==> config.mk <==
export PLATFORM = sky130hd
export DESIGN_NAME = aes_sub_bytes_serial
export DESIGN_NICKNAME = d
export VERILOG_FILES = /design/src/rtl/aes_pkg.sv /design/src/rtl/aes_sbox_canright.sv /design/src/rtl/aes_sub_bytes_serial.sv
export SDC_FILE = /design/constraint.sdc
export NUM_CORES = 2
export LEC_CHECK = 0
export CAP_MARGIN = 10
export CORE_MARGIN = 2
export CORE_UTILIZATION = 55
export DETAILED_ROUTE_END_ITERATION = 8
export GPL_ROUTABILITY_DRIVEN = 0
export GPL_TIMING_DRIVEN = 0
export PLACE_DENSITY = 0.84
export SLEW_MARGIN = 20
export SYNTH_ARGS = -nofsm -noshare
export SYNTH_HDL_FRONTEND = slang
export SYNTH_HIERARCHICAL = 1
export SYNTH_SLANG_ARGS = --single-unit
==> constraint.sdc <==
create_clock -name clk_i -period 25.9 [get_ports clk_i]
set_clock_uncertainty 0.15 [all_clocks]
set_input_delay 3.885 -clock clk_i [delete_from_list [all_inputs] [get_ports clk_i]]
set_output_delay 3.885 -clock clk_i [all_outputs]
set_load 0.02 [all_outputs]
==> src/rtl/aes_pkg.sv <==
// Shared AES definitions for the cipher datapath.
//   ciph_op_e       : cipher direction (forward / inverse)
//   sub_bytes_sts_e : state of the serial SubBytes unit
//   gf_mul / gf_inv : GF(2^8) arithmetic over x^8+x^4+x^3+x+1
//   sbox_affine / sbox_inv_affine : S-box affine map and its inverse
package aes_pkg;

  typedef enum logic {
    CIPH_FWD = 1'b0,
    CIPH_INV = 1'b1
  } ciph_op_e;

  typedef enum logic [1:0] {
    IDLE = 2'd0,
    BUSY = 2'd1,
    DONE = 2'd2
  } sub_bytes_sts_e;

  function automatic logic [7:0] gf_mul(input logic [7:0] a, input logic [7:0] b);
    logic [7:0] p;
    logic [7:0] x;
    p = '0;
    x = a;
    for (int unsigned i = 0; i < 8; i++) begin
      if (b[i]) p = p ^ x;
      x = {x[6:0], 1'b0} ^ (x[7] ? 8'h1b : 8'h00);
    end
    return p;
  endfunction

  // a^254 == a^-1 for a != 0, and 0 maps to 0 as the S-box requires.
  function automatic logic [7:0] gf_inv(input logic [7:0] a);
    logic [7:0] r;
    logic [7:0] x;
    r = 8'h01;
    x = a;
    for (int unsigned i = 0; i < 7; i++) begin
      x = gf_mul(x, x);
      r = gf_mul(r, x);
    end
    return r;
  endfunction

  function automatic logic [7:0] sbox_affine(input logic [7:0] x);
    return x ^ {x[6:0], x[7]} ^ {x[5:0], x[7:6]} ^ {x[4:0], x[7:5]} ^
           {x[3:0], x[7:4]} ^ 8'h63;
  endfunction

  function automatic logic [7:0] sbox_inv_affine(input logic [7:0] x);
    return {x[6:0], x[7]} ^ {x[4:0], x[7:5]} ^ {x[1:0], x[7:2]} ^ 8'h05;
  endfunction

endpackage

==> src/rtl/aes_sbox_canright.sv <==
// Combinational AES S-box lane, forward or inverse.
//   op_i   : CIPH_FWD -> S-box, CIPH_INV -> inverse S-box
//   data_i : input byte
//   data_o : substituted byte
module aes_sbox_canright
  import aes_pkg::*;
(
  input  ciph_op_e   op_i,
  input  logic [7:0] data_i,
  output logic [7:0] data_o
);

  logic [7:0] pre_inv;
  logic [7:0] inv;

  // Both directions share one field inverter; only the affine map moves
  // from after the inversion (forward) to before it (inverse).
  always_comb begin
    pre_inv = (op_i == CIPH_INV) ? sbox_inv_affine(data_i) : data_i;
    inv     = gf_inv(pre_inv);
    data_o  = (op_i == CIPH_INV) ? inv : sbox_affine(inv);
  end

endmodule

==> src/rtl/aes_sub_bytes_serial.sv <==
// Iterative SubBytes / InvSubBytes: NUM_SBOX S-box lanes process the
// 16-byte state NUM_SBOX bytes per cycle, writing results back in place.
//   clk_i, rst_i            : clock, synchronous active-high reset
//   op_i                    : 0 SubBytes, 1 InvSubBytes (sampled at accept)
//   in_valid_i / in_ready_o : input handshake, data_i = state (byte k at [8k+:8])
//   out_valid_o/out_ready_i : output handshake, data_o = state register
module aes_sub_bytes_serial
  import aes_pkg::*;
#(
  parameter int unsigned NUM_SBOX = 4
) (
  input  logic         clk_i,
  input  logic         rst_i,
  input  logic         op_i,
  input  logic         in_valid_i,
  output logic         in_ready_o,
  input  logic [127:0] data_i,
  output logic         out_valid_o,
  input  logic         out_ready_i,
  output logic [127:0] data_o
);

  localparam int unsigned L  = 16 / NUM_SBOX;
  localparam int unsigned CW = (L > 1) ? $clog2(L) : 1;

  if (!(NUM_SBOX == 1 || NUM_SBOX == 2 || NUM_SBOX == 4 ||
        NUM_SBOX == 8 || NUM_SBOX == 16)) begin : g_bad_num_sbox
    $error("aes_sub_bytes_serial: NUM_SBOX must be 1, 2, 4, 8 or 16");
  end

  sub_bytes_sts_e sts_q, sts_d;
  logic [CW-1:0]  cnt_q, cnt_d;
  logic [127:0]   state_q, state_d;
  ciph_op_e       op_q, op_d;

  logic [7:0] lane_in  [NUM_SBOX];
  logic [7:0] lane_out [NUM_SBOX];

  always_comb begin
    for (int unsigned j = 0; j < NUM_SBOX; j++) begin
      lane_in[j] = state_q[8*(32'(cnt_q)*NUM_SBOX + j) +: 8];
    end
  end

  for (genvar g = 0; g < NUM_SBOX; g++) begin : g_lane
    aes_sbox_canright u_sbox (
      .op_i   (op_q),
      .data_i (lane_in[g]),
      .data_o (lane_out[g])
    );
  end

  always_comb begin
    sts_d   = sts_q;
    cnt_d   = cnt_q;
    state_d = state_q;
    op_d    = op_q;
    case (sts_q)
      IDLE: begin
        if (in_valid_i) begin
          state_d = data_i;
          op_d    = ciph_op_e'(op_i);
          cnt_d   = '0;
          sts_d   = BUSY;
        end
      end
      BUSY: begin
        for (int unsigned j = 0; j < NUM_SBOX; j++) begin
          state_d[8*(32'(cnt_q)*NUM_SBOX + j) +: 8] = lane_out[j];
        end
        if (cnt_q == CW'(L - 1)) begin
          cnt_d = '0;
          sts_d = DONE;
        end else begin
          cnt_d = cnt_q + 1'b1;
        end
      end
      DONE: begin
        if (out_ready_i) sts_d = IDLE;
      end
      default: sts_d = IDLE;
    endcase
  end

  always_ff @(posedge clk_i) begin
    if (rst_i) begin
      sts_q   <= IDLE;
      cnt_q   <= '0;
      state_q <= '0;
      op_q    <= CIPH_FWD;
    end else begin
      sts_q   <= sts_d;
      cnt_q   <= cnt_d;
      state_q <= state_d;
      op_q    <= op_d;
    end
  end

  // Handshake outputs depend only on registered state; reset masks them so
  // nothing is offered or accepted while rst_i is high.
  assign in_ready_o  = (sts_q == IDLE) && !rst_i;
  assign out_valid_o = (sts_q == DONE) && !rst_i;
  assign data_o      = state_q;

endmodule
==> run summary <==
Outcome - complete, but fails checks
Violated checks - design-rule violations
Register bit count reported by yosys - 133
Post-detailed-routing wire length - 261000 µm
Top-area cell type share of the netlist area - 16.9%
Overall die area - 135000 µm²
Count of nets after finishing - 9798
Final Non-Filler Cells - 11400
Cell count after synthesis - 9351
First-pass GRT wire length - 401000 µm
Ratio of final minimum period to clock period - 92.7%
Kind of end point of the critical path - flip-flop
Syn_nets - 9517
Final Hold Fails - 0
Mean instance size in the synthesized netlist - 7.79 µm²
Cell area after technology mapping - 72800 µm²
Count of yosys warnings during synthesis - 6
Highest cell delay on the worst timing path - 950 ps
Most instantiated cells after synthesis - sky130_fd_sc_hd__xnor2_1, sky130_fd_sc_hd__nor2_1, sky130_fd_sc_hd__nand2_1
Total setup buffers inserted after CTS - 0
Register area share after synthesis - 3.66%
Clock-pin transition on the worst setup and hold timing paths - 80 ps
Number of primary I/O pins - 263
Top cell type by total area after synthesis - sky130_fd_sc_hd__xnor2_1
Startpoint class of the critical path - flip-flop
Main synth FF type - sky130_fd_sc_hd__dfxtp_1
Count of clock tree sinks - 133
# hold bufs at CTS - 0
Path class of the lowest-slack min-delay path - reg2reg
Fraction of registers with async set/reset - 0%
Die height - 368 µm
Area of the placeable core - 131000 µm²
Shortest period the worst path allows - 24010 ps
Critical path class - reg2reg
Cell Rows - 133
Number of iterations in the first detailed-routing pass - 9
Maximum number of pins on one net before global-route repair - 17
Number of global-route vias before repair - 71600
RSZ-0062 raised after global routing - no
Setup total negative slack - 0 ps
Met2 layer usage reported by global route - 55.1%
Number of antenna violations at the first check in global routing - 12
Share of post-route cells with drive strength above 1 - 9.65%
Number of distinct standard cells referenced by the synthesized netlist - 127
Area growth from synthesis to final layout - 7.52%
CTS-repair resized insts - 0
CTS tree - yes
Cell chosen for the clock root - sky130_fd_sc_hd__clkbuf_16
Endpoints failing setup - 0
DRC errors left - 1
Post-detailed-route via-to-cell ratio - 6.75
Met1 usage in global routing - 46.8%
Grt met3 use - 12.2%
Post-Place Cells - 11400
Number of violations of the max-capacitance limit - 0
Layout Utilization - 59.5%
Main area contributors after synthesis - sky130_fd_sc_hd__xnor2_1, sky130_fd_sc_hd__xnor3_1, sky130_fd_sc_hd__nor2_1, sky130_fd_sc_hd__xor2_1, sky130_fd_sc_hd__nand2_1
Slew at the pin closest to its max-slew limit - 1230 ps
Global-route total usage across every layer - 36.3%
Fmax - 41.6 MHz
Overflow after GRT - 0
Data arrival time of the critical path - 24270 ps
Clock buffer depth - 2
CTS Buf Count - 17
Slew Viols, Final - 0
Largest fanout on the critical path - 10
Horizontal die dimension - 368 µm
Worst-path cell with the longest stage delay - sky130_fd_sc_hd__clkbuf_1
CTS H-tree lvls - 4
Count of input and output buffers - 261
Layer with the highest usage - met2
Worst-case headroom to the max-slew limit - 17.7%
Clk Latency, worst-skew pair - 500 ps
Initial cell density of the core - 55.4%
Half-perimeter wire length of the detailed placement result - 200000 µm
Post-DRT Antenna Nets - 0
Worst Setup Slack post-DPL - 2940 ps
Worst Slack Setup Final - 1890 ps
Routed wire per std cell - 22.9 µm
Critical Path Most Common Cell - sky130_fd_sc_hd__xnor2_1
Initial DRC Count - 13300
Required time at the endpoint of the critical path - 26160 ps
Number of vias after detailed routing - 77000
Count leader, synth - sky130_fd_sc_hd__xnor2_1
Number of enable-type register cells in the synthesized netlist - 0
## cell usage in the layout, fill, tap and decap left out, types with 78 or more instances in the layout
cell / instances
sky130_fd_sc_hd__xnor2_1: 1396
sky130_fd_sc_hd__nor2_1: 1148
sky130_fd_sc_hd__nand2_1: 876
sky130_fd_sc_hd__a21oi_1: 493
sky130_fd_sc_hd__xor2_1: 460
sky130_fd_sc_hd__clkbuf_1: 387
sky130_fd_sc_hd__xnor3_1: 296
sky130_fd_sc_hd__mux2i_1: 270
sky130_fd_sc_hd__nand3_1: 264
sky130_fd_sc_hd__clkdlybuf4s50_1: 261
sky130_fd_sc_hd__nor3_1: 256
sky130_fd_sc_hd__o21ai_0: 243
sky130_fd_sc_hd__buf_2: 190
sky130_fd_sc_hd__inv_1: 165
sky130_fd_sc_hd__xnor2_2: 163
sky130_fd_sc_hd__dfxtp_1: 133
sky130_fd_sc_hd__a211oi_1: 127
sky130_fd_sc_hd__o22ai_1: 123
sky130_fd_sc_hd__nand2b_1: 108
sky130_fd_sc_hd__nor2b_1: 106
sky130_fd_sc_hd__and2_1: 96
sky130_fd_sc_hd__xor3_1: 94
sky130_fd_sc_hd__a31oi_1: 85
sky130_fd_sc_hd__a221oi_1: 78
## metrics by stage
stage | instance area, µm² | hold WS [ps]
finish | 78300 | 328
floorplan | 72800 | 390
CTS | 78200 | 327
global route | 78300 | 337
global placement | 77600 | 308
detailed placement | 77600 | 315
## cell families (layout without fill, tap and decap cells)
group	Yosys count	in the layout	share of synthesized area (%)
muxes	414	414	6.75
other	0	7	0
buffers and inverters	887	1180	5.48
AOI/OAI and AO/OA	2073	2073	20.3
adders and majority gates	33	33	0.567
xor gates and xnor gates	2544	2544	42.5
and+or+nand+nor	3267	3267	20.8
DFF	133	133	3.66
## final cells by class
cell class	instances	area, µm²
multi-input cells	8331	66200
fillers	11300	53200
plain buffers	703	3310
flip-flops and latches	133	2660
repair buffers	262	2620
well taps	1755	2200
inverters	184	691
clock buffers	17	425
clock inverters	14	166
diodes	7	17.5
## worst max-delay path: cells and delay by family, from the launching register on
kind                     cells  cell delay [ps]
XOR/XNOR                    31            11850
adder cells (fa/ha/maj)      4             1310
flip-flops                   1              380
AO/OA/AOI/OAI               10             3170
buffers and inverters       14             4270
multiplexers                 6             1460
AND/OR/NAND/NOR              8             1260
## path summary, 6_finish.rpt
kind,startpoint,to,slack [ps],depth (start not counted)
setup / recovery,cnt_q[1],data_o[118],1890,73
setup reg to reg,cnt_q[1],data_o[118],1890,73
hold / removal,data_o[89],data_o[89],330,2
hold reg to reg,data_o[89],data_o[89],330,2
## state kept, by name (all words and copies together), names as in the netlist
signal / cells
op_q: 1
cnt_q: 2
sts_q: 2
data_o: 128
## metal layers
layer | up-vias | share of wire (%)
li1 | 33800 | -
met1 | 35700 | 37
met2 | 6201 | 42
met3 | 1262 | 16
met4 | 18 | 5.1
met5 | - | 0.10
Power is left out: the tool's default activity adds up to more than one toggle a clock period on the data nets, which glitch-free logic cannot reach.
